`src/rtl/serial_bridge_pkg.sv`:
```
// Shared constants for the multi_serial_x8 bridge: drain FSM encoding and
// host frame layout (sync, channel, length, payload).
package serial_bridge_pkg;

  localparam logic [2:0] ST_IDLE     = 3'd0;
  localparam logic [2:0] ST_HDR_SYNC = 3'd1;
  localparam logic [2:0] ST_HDR_CH   = 3'd2;
  localparam logic [2:0] ST_HDR_LEN  = 3'd3;
  localparam logic [2:0] ST_RD_REQ   = 3'd4;
  localparam logic [2:0] ST_RD_WAIT  = 3'd5;
  localparam logic [2:0] ST_PAY      = 3'd6;

  localparam logic [7:0] SYNC_BYTE = 8'hA5;

  localparam int FRAME_HDR_BYTES = 3;

  // Byte offsets within a frame, as seen by the host-side decoder.
  localparam int OFF_SYNC = 0;
  localparam int OFF_CH   = 1;
  localparam int OFF_LEN  = 2;
  localparam int OFF_PAY  = 3;

endpackage

```
`src/rtl/rr_priority_pick.sv`:
```
// Combinational round-robin picker: first set req bit searching upward
// from last+1, wrapping modulo N_CH (N_CH a power of two).
module rr_priority_pick #(
  parameter int N_CH = 8
) (
  input  logic [N_CH-1:0]         req,
  input  logic [$clog2(N_CH)-1:0] last,
  output logic [$clog2(N_CH)-1:0] gnt_idx,
  output logic                    gnt_any
);
  localparam int IDX_W = $clog2(N_CH);

  logic [IDX_W-1:0] idx;

  // Walk from farthest to nearest so the closest requester wins.
  always_comb begin
    gnt_idx = last;
    gnt_any = 1'b0;
    idx     = last;
    for (int k = N_CH; k >= 1; k--) begin
      idx = last + IDX_W'(k);
      if (req[idx]) begin
        gnt_idx = idx;
        gnt_any = 1'b1;
      end
    end
  end

endmodule

```
`src/rtl/serial_fifo_drain_arbiter.sv`:
```
// Round-robin drain of the per-channel RX FIFOs into one framed host byte
// stream: SYNC, channel, length, then a bounded payload burst.
module serial_fifo_drain_arbiter #(
  parameter int         N_CH      = 8,
  parameter int         DATA_W    = 8,
  parameter int         FILL_W    = 9,
  parameter int         MAX_BURST = 64,
  parameter logic [7:0] SYNC_BYTE = serial_bridge_pkg::SYNC_BYTE,
  parameter int         RD_LAT    = 2
) (
  input  logic                      clk,
  input  logic                      clr,
  input  logic                      en,
  input  logic [N_CH-1:0]           ch_empty,
  input  logic [N_CH*FILL_W-1:0]    ch_fill_ct,
  output logic [N_CH-1:0]           ch_rd_en,
  input  logic [N_CH*DATA_W-1:0]    ch_rd_data,
  output logic [DATA_W-1:0]         tx_data,
  output logic                      tx_valid,
  input  logic                      tx_ready,
  output logic                      busy,
  output logic [$clog2(N_CH)-1:0]   cur_ch
);
  import serial_bridge_pkg::*;

  localparam int IDX_W = $clog2(N_CH);

  logic [2:0]        state;
  logic [IDX_W-1:0]  last_grant;
  logic [IDX_W-1:0]  gnt_idx;
  logic              gnt_any;
  logic [7:0]        rem;
  logic [7:0]        len_pick;
  logic [FILL_W-1:0] fill_sel;
  logic [DATA_W-1:0] rd_byte;
  logic [RD_LAT:0]   vld_pipe;
  logic              hs;
  logic              issue_rd;

  rr_priority_pick #(.N_CH(N_CH)) u_pick (
    .req     (~ch_empty),
    .last    (last_grant),
    .gnt_idx (gnt_idx),
    .gnt_any (gnt_any)
  );

  always_comb begin
    fill_sel = ch_fill_ct[gnt_idx*FILL_W +: FILL_W];
    len_pick = (32'(fill_sel) > 32'(MAX_BURST)) ? 8'(MAX_BURST) : 8'(fill_sel);
  end

  assign rd_byte  = ch_rd_data[cur_ch*DATA_W +: DATA_W];
  assign hs       = tx_valid && tx_ready;
  // A read is launched on the handshake that leads into RD_REQ, so the
  // strobe is registered and lands exactly in the RD_REQ cycle.
  assign issue_rd = hs && ((state == ST_HDR_LEN) || (state == ST_PAY && rem != 8'd1));

  always_ff @(posedge clk) begin
    if (clr) begin
      state      <= ST_IDLE;
      last_grant <= IDX_W'(N_CH-1);
      cur_ch     <= '0;
      rem        <= '0;
      tx_data    <= '0;
      tx_valid   <= 1'b0;
      ch_rd_en   <= '0;
      busy       <= 1'b0;
      vld_pipe   <= '0;
    end else begin
      ch_rd_en <= issue_rd ? (N_CH'(1) << cur_ch) : '0;
      vld_pipe <= {vld_pipe[RD_LAT-1:0], issue_rd};
      case (state)
        ST_IDLE: begin
          // A non-empty flag with zero fill is skipped without moving the pointer.
          if (en && gnt_any && len_pick != 8'd0) begin
            cur_ch     <= gnt_idx;
            last_grant <= gnt_idx;
            rem        <= len_pick;
            tx_data    <= DATA_W'(SYNC_BYTE);
            tx_valid   <= 1'b1;
            busy       <= 1'b1;
            state      <= ST_HDR_SYNC;
          end
        end
        ST_HDR_SYNC: if (hs) begin
          tx_data <= DATA_W'(cur_ch);
          state   <= ST_HDR_CH;
        end
        ST_HDR_CH: if (hs) begin
          tx_data <= DATA_W'(rem);
          state   <= ST_HDR_LEN;
        end
        ST_HDR_LEN: if (hs) begin
          tx_valid <= 1'b0;
          state    <= ST_RD_REQ;
        end
        ST_RD_REQ: state <= ST_RD_WAIT;
        ST_RD_WAIT: if (vld_pipe[RD_LAT]) begin
          tx_data  <= rd_byte;
          tx_valid <= 1'b1;
          state    <= ST_PAY;
        end
        ST_PAY: if (hs) begin
          tx_valid <= 1'b0;
          rem      <= rem - 8'd1;
          if (rem == 8'd1) begin
            busy  <= 1'b0;
            state <= ST_IDLE;
          end else begin
            state <= ST_RD_REQ;
          end
        end
        default: begin
          tx_valid <= 1'b0;
          busy     <= 1'b0;
          state    <= ST_IDLE;
        end
      endcase
    end
  end

endmodule
```
`config.mk`:
```
export PLATFORM = sky130hd
export DESIGN_NAME = serial_fifo_drain_arbiter
export DESIGN_NICKNAME = d
export VERILOG_FILES = /design/src/rtl/serial_bridge_pkg.sv /design/src/rtl/rr_priority_pick.sv /design/src/rtl/serial_fifo_drain_arbiter.sv
export SDC_FILE = /design/constraint.sdc
export NUM_CORES = 1
export LEC_CHECK = 0
export ABC_AREA = 1
export BUFFER_PORTS_ARGS = -buffer_cell sky130_fd_sc_hd__buf_4
export CAP_MARGIN = 5
export CORE_MARGIN = 2
export CORE_UTILIZATION = 48
export DETAILED_ROUTE_END_ITERATION = 16
export HOLD_SLACK_MARGIN = 0.03
export MAX_ROUTING_LAYER = met4
export PLACE_DENSITY = 0.79
export SETUP_SLACK_MARGIN = 0.15
export SYNTH_ARGS = -nofsm -noshare
export SYNTH_HDL_FRONTEND = slang
export SYNTH_SLANG_ARGS = --single-unit
```
`constraint.sdc`:
```
create_clock -name clk -period 3.7 [get_ports clk]
set_input_delay 0.37 -clock clk [delete_from_list [all_inputs] [get_ports clk]]
set_output_delay 0.37 -clock clk [all_outputs]
set_load 0.005 [all_outputs]
```
# Word-level counts from Yosys, hierarchy flattened
# Cells that the tools add are included.
dict set report totals {
  reg_bits 38
  input_bits 148
  word_cells 125
}
dict set report op_classes {
  add_sub_neg 8
  n_mul 1
  n_lt_le_gt_ge 9
  n_eq_ne 16
  shift 3
  muxes 55
  bitwise_logic 4
  reduce_logical 20
}
# op count
set ops {}
lappend ops {{72-bit by 8-bit indexed part select with 9-bit output} 1}
lappend ops {{64-bit by 7-bit indexed part select with 8-bit output} 1}
lappend ops {{8-bit two-way mux} 7}
lappend ops {{3-bit two-way mux} 14}
lappend ops {{3-bit by 4-bit < comparator with 1-bit output (second input constant)} 8}
lappend ops {{8-bit case mux with 4 select lines} 1}
lappend ops {{1-bit binary-select mux with 3-bit select} 8}
lappend ops {{1-bit two-way mux} 21}
lappend ops {{3-bit case mux with 7 select lines} 1}
lappend ops {{8-bit case mux with 2 select lines} 1}
lappend ops {{3-bit adder (second input constant)} 4}
lappend ops {{2-bit != test (second input constant)} 6}
lappend ops {{3-bit equality test (second input constant)} 3}
lappend ops {{9-bit by 7-bit > comparator with 1-bit output (second input constant)} 1}
lappend ops {{8-bit by 1-bit equality test with 1-bit output (second input constant)} 1}
lappend ops {{8-bit by 1-bit != test with 1-bit output (second input constant)} 1}
lappend ops {{8-bit NOT} 1}
lappend ops {{4-bit AND reduction} 2}
lappend ops {{8-bit nonzero test} 1}
lappend ops {{1-bit by 3-bit left shift with 8-bit output (first input constant)} 1}
lappend ops {{8-bit by 1-bit subtractor with 8-bit output (second input constant)} 1}
lappend ops {{3-bit by 4-bit multiplier with 7-bit output (second input constant)} 1}
lappend ops {{3-bit by 2-bit adder with 3-bit output (second input constant)} 2}
lappend ops {{3-bit by 2-bit equality test with 1-bit output (second input constant)} 2}
lappend ops {{18 further kinds} 26}

# Depth between registers and ports, before layout
dict set report logic_depth {
  word_depth 18
  depth_mapped 30
}

# Cells and area by module
# A second synthesis with hierarchy kept.
dict set report unflattened {
  hier_cells 690
  area_unflattened_um2 3777.4
}
# mod instances cells_per_inst area_each_um2 seq_area_each_um2
set modules_own_cells {}
lappend modules_own_cells {serial_fifo_drain_arbiter 1 569 3163.0 760.7}
lappend modules_own_cells {rr_priority_pick 1 121 614.3 0.0}

# Least setup slack after synthesis
# No wires, ideal clock.
dict set report synth_timing {
  path_type {reg-to-reg}
  from {register last_grant[1]}
  to {register tx_valid}
  t_arrival_ns 3.089
  required_ns 3.586
  setup_slack_ns 0.497
  stages_incl_launch_ff 30
  path_buffers 5
  cell_sequence {dfxtp_1 buf_4 inv_2 ha_1 buf_2 inv_1 nand3_1 nand2_1 nand2_1 nand2_2 inv_1 nand2_1 nand3_1 nand2_2 nand2_1 buf_6 buf_6 nand2_1 nand2_1 nand2_1 nand3_1 nand2_1 nand2_1 nor2_2 nand3_2 nand2_2 nand2_4 buf_6 a21oi_1 nor2_1}
}
dict set report synth_via {
  elab_chain_cells 18
}
# item line
set synth_rtl {}
lappend synth_rtl {{start, declared} serial_fifo_drain_arbiter.sv:29} ;# logic [IDX_W-1:0] last_grant;
lappend synth_rtl {{start signal, assigned} serial_fifo_drain_arbiter.sv:61} ;# last_grant <= IDX_W'(N_CH-1);
lappend synth_rtl {{start signal, assigned} serial_fifo_drain_arbiter.sv:77} ;# last_grant <= gnt_idx;
lappend synth_rtl {{3-bit adder} rr_priority_pick.sv:21} ;# idx = last + IDX_W'(k);
lappend synth_rtl {{1-bit binary-select mux with 3-bit select} rr_priority_pick.sv:22} ;# if (req[idx]) begin
lappend synth_rtl {{1-bit two-way mux (not written as such)} rr_priority_pick.sv:22}
lappend synth_rtl {{3-bit two-way mux (7 in series)} rr_priority_pick.sv:22}
lappend synth_rtl {{3-bit by 4-bit multiplier with 7-bit output} serial_fifo_drain_arbiter.sv:48} ;# fill_sel = ch_fill_ct[gnt_idx*FILL_W +: FILL_W];
lappend synth_rtl {{72-bit by 8-bit indexed part select with 9-bit output} serial_fifo_drain_arbiter.sv:48}
lappend synth_rtl {{9-bit by 7-bit > comparator with 1-bit output} serial_fifo_drain_arbiter.sv:49} ;# len_pick = (32'(fill_sel) > 32'(MAX_BURST)) ? 8'(MAX_BURST) : 8'(fill_sel);
lappend synth_rtl {{8-bit two-way mux} serial_fifo_drain_arbiter.sv:49}
lappend synth_rtl {{8-bit nonzero test} serial_fifo_drain_arbiter.sv:75} ;# if (en && gnt_any && len_pick != 8'd0) begin
lappend synth_rtl {{1-bit logical AND *} serial_fifo_drain_arbiter.sv:75}
lappend synth_rtl {{2-bit != test (no source line) *} -}
lappend synth_rtl {{4-bit AND reduction (no source line) *} -}
lappend synth_rtl {{end signal, assigned} serial_fifo_drain_arbiter.sv:80} ;# tx_valid <= 1'b1;
lappend synth_rtl {{end signal, assigned} serial_fifo_drain_arbiter.sv:94} ;# tx_valid <= 1'b0;
lappend synth_rtl {{end signal, assigned} serial_fifo_drain_arbiter.sv:100} ;# tx_valid <= 1'b1;
lappend synth_rtl {{end, declared} serial_fifo_drain_arbiter.sv:19} ;# output logic tx_valid,
# Mark *: on every way between the ends. The rest lies on a longest branch, timed or not. The select of a mux whose other input is x is not followed.
# A chain may end at the register's enable or synchronous reset.

# Worst setup path in the final report
dict set report layout_timing {
  from {register last_grant[1]}
  to {register tx_data[3]}
}
dict set report layout_via {
  elab_chain_cells 18
}
# item line
set layout_rtl {}
lappend layout_rtl {{3-bit adder} rr_priority_pick.sv:21}
lappend layout_rtl {{1-bit binary-select mux with 3-bit select} rr_priority_pick.sv:22}
lappend layout_rtl {{1-bit two-way mux (not written as such)} rr_priority_pick.sv:22}
lappend layout_rtl {{3-bit two-way mux (7 in series)} rr_priority_pick.sv:22}
lappend layout_rtl {{3-bit by 4-bit multiplier with 7-bit output} serial_fifo_drain_arbiter.sv:48}
lappend layout_rtl {{72-bit by 8-bit indexed part select with 9-bit output} serial_fifo_drain_arbiter.sv:48}
lappend layout_rtl {{9-bit by 7-bit > comparator with 1-bit output} serial_fifo_drain_arbiter.sv:49}
lappend layout_rtl {{8-bit two-way mux} serial_fifo_drain_arbiter.sv:49}
lappend layout_rtl {{8-bit nonzero test} serial_fifo_drain_arbiter.sv:75}
lappend layout_rtl {{1-bit logical AND *} serial_fifo_drain_arbiter.sv:75}
lappend layout_rtl {{2-bit != test (no source line) *} -}
lappend layout_rtl {{5-bit AND reduction (no source line) *} -}
lappend layout_rtl {{end signal, assigned} serial_fifo_drain_arbiter.sv:79} ;# tx_data <= DATA_W'(SYNC_BYTE);
lappend layout_rtl {{end signal, assigned} serial_fifo_drain_arbiter.sv:86} ;# tx_data <= DATA_W'(cur_ch);
lappend layout_rtl {{end signal, assigned} serial_fifo_drain_arbiter.sv:90} ;# tx_data <= DATA_W'(rem);
lappend layout_rtl {{end, declared} serial_fifo_drain_arbiter.sv:18} ;# output logic [DATA_W-1:0] tx_data,
# Marked as above.

==> results.yml <==
floorplan:
  die_w_um: 91.9
  num_rows: 32
  core_area_um2: 7610
  start_util_pct: 48.8
  die_height_um: 91.9
  die_area_um2: 8450
  ios: 169
clocking:
  cts_buffers: 5
  cts.path.max_buffers: 2
  cts_hold_buf: 0
  clk_pin_slew_ns: 0.08
  clkSinkCount: 38
  htreeDepth: 2
  clk_latency_ns: 0.30
  cts_tree: "yes"
  root_buffer: "clkbuf_8"
setup_path:
  path_max_fanout: 9
  critPathTopFamily: "simple AND/OR/NAND/NOR gates"
  cp_slowest_cell: "dfxtp_2"
  path_class: "flip-flop to flip-flop"
  startpoint_type: "flip-flop"
  cp_num_buf_inv: 5
  cp_slowest_stage_delay_ns: 0.36
  crit_top_cell: "nand2_1"
  crit_path_end_kind: "flip-flop"
  cp.arrival_ns: 3.49
  crit_required_ns: 3.89
final_layout:
  num_antenna_cells: 0
  finish.utilization_pct: 71.6
  fin_nets: 995
  area.growth.synth_to_final_pct: 46.9
  finalNonFillerCells: 946
  final_layout_size_suffix_gt1_share_pct: 29.7
detailed_routing:
  first_iter_violations: 402
  route.detailed.wl_per_inst_um: 14.0
  drc_errors: 0
  ant_nets: 0
  vias: 5155
  vias_per_cell: 5.45
  first_pass_iters: 7
  wl_um: 13200
sta:
  period_needed_ns: 3.30
  setup_violations: 0
  max_freq_ghz: 0.303
  finClkSkew_ns: 0.0112
  rsz0062_at_grt: "no"
  hold_viol: 0
  setup-tns-final_ns: 0
  drv_slew: 0
  worstMarginPinSlew_ns: 1.10
  final.period_utilization_pct: 89.2
  fin_ws_ns: 0.401
  timing.slew.headroom_pct: 26.1
yosys:
  syn_area_per_cell_um2: 5.56
  yosys-top-cells-area: "nand2_1 (26%), dfxtp_1 (21%), nand3_1 (12%)"
  synthFlopType: "dfxtp_1"
  ys_warn_count: 0
  seq_area_frac_synth_pct: 20.5
  syn_inst: 667
  synth_top_area_cell: "nand2_1"
  synth-edff-count: 0
  netlist.area_leader.share_pct: 26.4
  netlist_area_um2: 3710
  synth_cell_types: 43
  yosys_register_bits: 38
  synthArstFlopShare_pct: 0
  synth_nets: 819
grt:
  grt_max_degree: 24
  grt.total_usage_pct: 30.6
  grt_pass1_vias: 4594
  antenna_found_initial: 0
  grt_pass1_wl_um: 20900
  gr-total-overflow: 0
outcome:
  outcome: "finished clean"
placement:
  gp_congestion: 0.959
  post-dp-hpwl_um: 10200
  placed_cells: 918
  io_buffers: 168
  place_ws_ns: 0.0302
run:
  maxCapViolCount: 0
worst_hold_path:
  hp-class: "input port to flip-flop"
[synthesized netlist by cell type, types with 2 or more instances]
cell type	count
o21ai_1	4
a31oi_1	3
nand2_2	8
ha_1	4
nand2_1	261
nor2_1	58
o21ai_0	15
nor3_1	2
nand3b_1	4
buf_4	4
clkbuf_1	11
a221oi_1	2
a21oi_2	2
nand3_1	90
a21oi_1	31
o21bai_1	2
nand4_1	20
a41oi_1	2
o2111ai_1	2
buf_2	6
a22oi_1	17
buf_6	5
inv_2	4
dfxtp_1	38
nor2_2	3
inv_1	52
[path summary, 6_finish.rpt]
path                                    start          end  slack, ns  cells past startpoint
worst min-delay path                      clr   tx_data[4]       0.42                      2
worst max-delay path            last_grant[1]   tx_data[3]       0.40                     29
worst max register to register  last_grant[1]   tx_data[3]       0.40                     29
worst min register to register    vld_pipe[0]  vld_pipe[1]       0.42                      2
[metrics by stage]
stage / hold slack [ns] / cell area (um^2)
detailed placement: 0.400 / 5010
global placement: 0.396 / 5010
global route: 0.429 / 5450
floorplan: 0.388 / 3710
finish: 0.415 / 5450
CTS: 0.413 / 5180
[cell type report]
type / instances / area (um^2)
clock inverter: 2 / 12.5
multi-input combinational: 547 / 2720
tap: 102 / 128
sequential: 38 / 762
inverter: 57 / 220
clock buffer: 6 / 82.6
timing repair buffer: 194 / 1520
fill: 673 / 2160
[state kept, by name, summed over array words and instances, names as in the netlist]
register and flops:
rem 8, ch_rd_en 8, vld_pipe 3, cur_ch 3
last_grant 3, busy 1, state 3, tx_data 8
tx_valid 1
[cells in the final DEF, fill, tap and decap left out, types with 6 or more instances in the layout]
| master | instances |
|---|---|
| nand3_1 | 88 |
| buf_4 | 187 |
| nand4_1 | 20 |
| nor2_1 | 57 |
| a21oi_1 | 31 |
| clkbuf_8 | 6 |
| dfxtp_1 | 37 |
| o21ai_0 | 15 |
| nand2_1 | 246 |
| inv_1 | 49 |
| a22oi_1 | 17 |
| nand2_2 | 20 |
[timing repair]
action,4_1_cts,5_1_grt
setup buffers,3,14
gates resized for setup,5,32
cloned,1,2
pin swaps,0,8
endpoints found under the setup margin,20,27
[metal layers]
metal  global-route usage [%]  vias up  share of wire (%)
li1                         -     2553                  -
met1                     40.0     2339                 42
met2                     50.8      243                 49
met3                     4.11       20                7.6
met4                     6.84        0                1.5
met5                        -        -                  0
[cell families after synthesis]
kind of cell	after synthesis	share of synthesized area (%)
AOI/OAI and AO/OA	87	14.7
xor gates and xnor gates	2	0.675
adders and majority gates	4	1.35
buffers and inverters	84	10.1
DFF	38	20.5
and+or+nand+nor	452	52.6
Power is not shown: default switching activity piles up to over one toggle a cycle in this logic, so the estimate is an artifact.
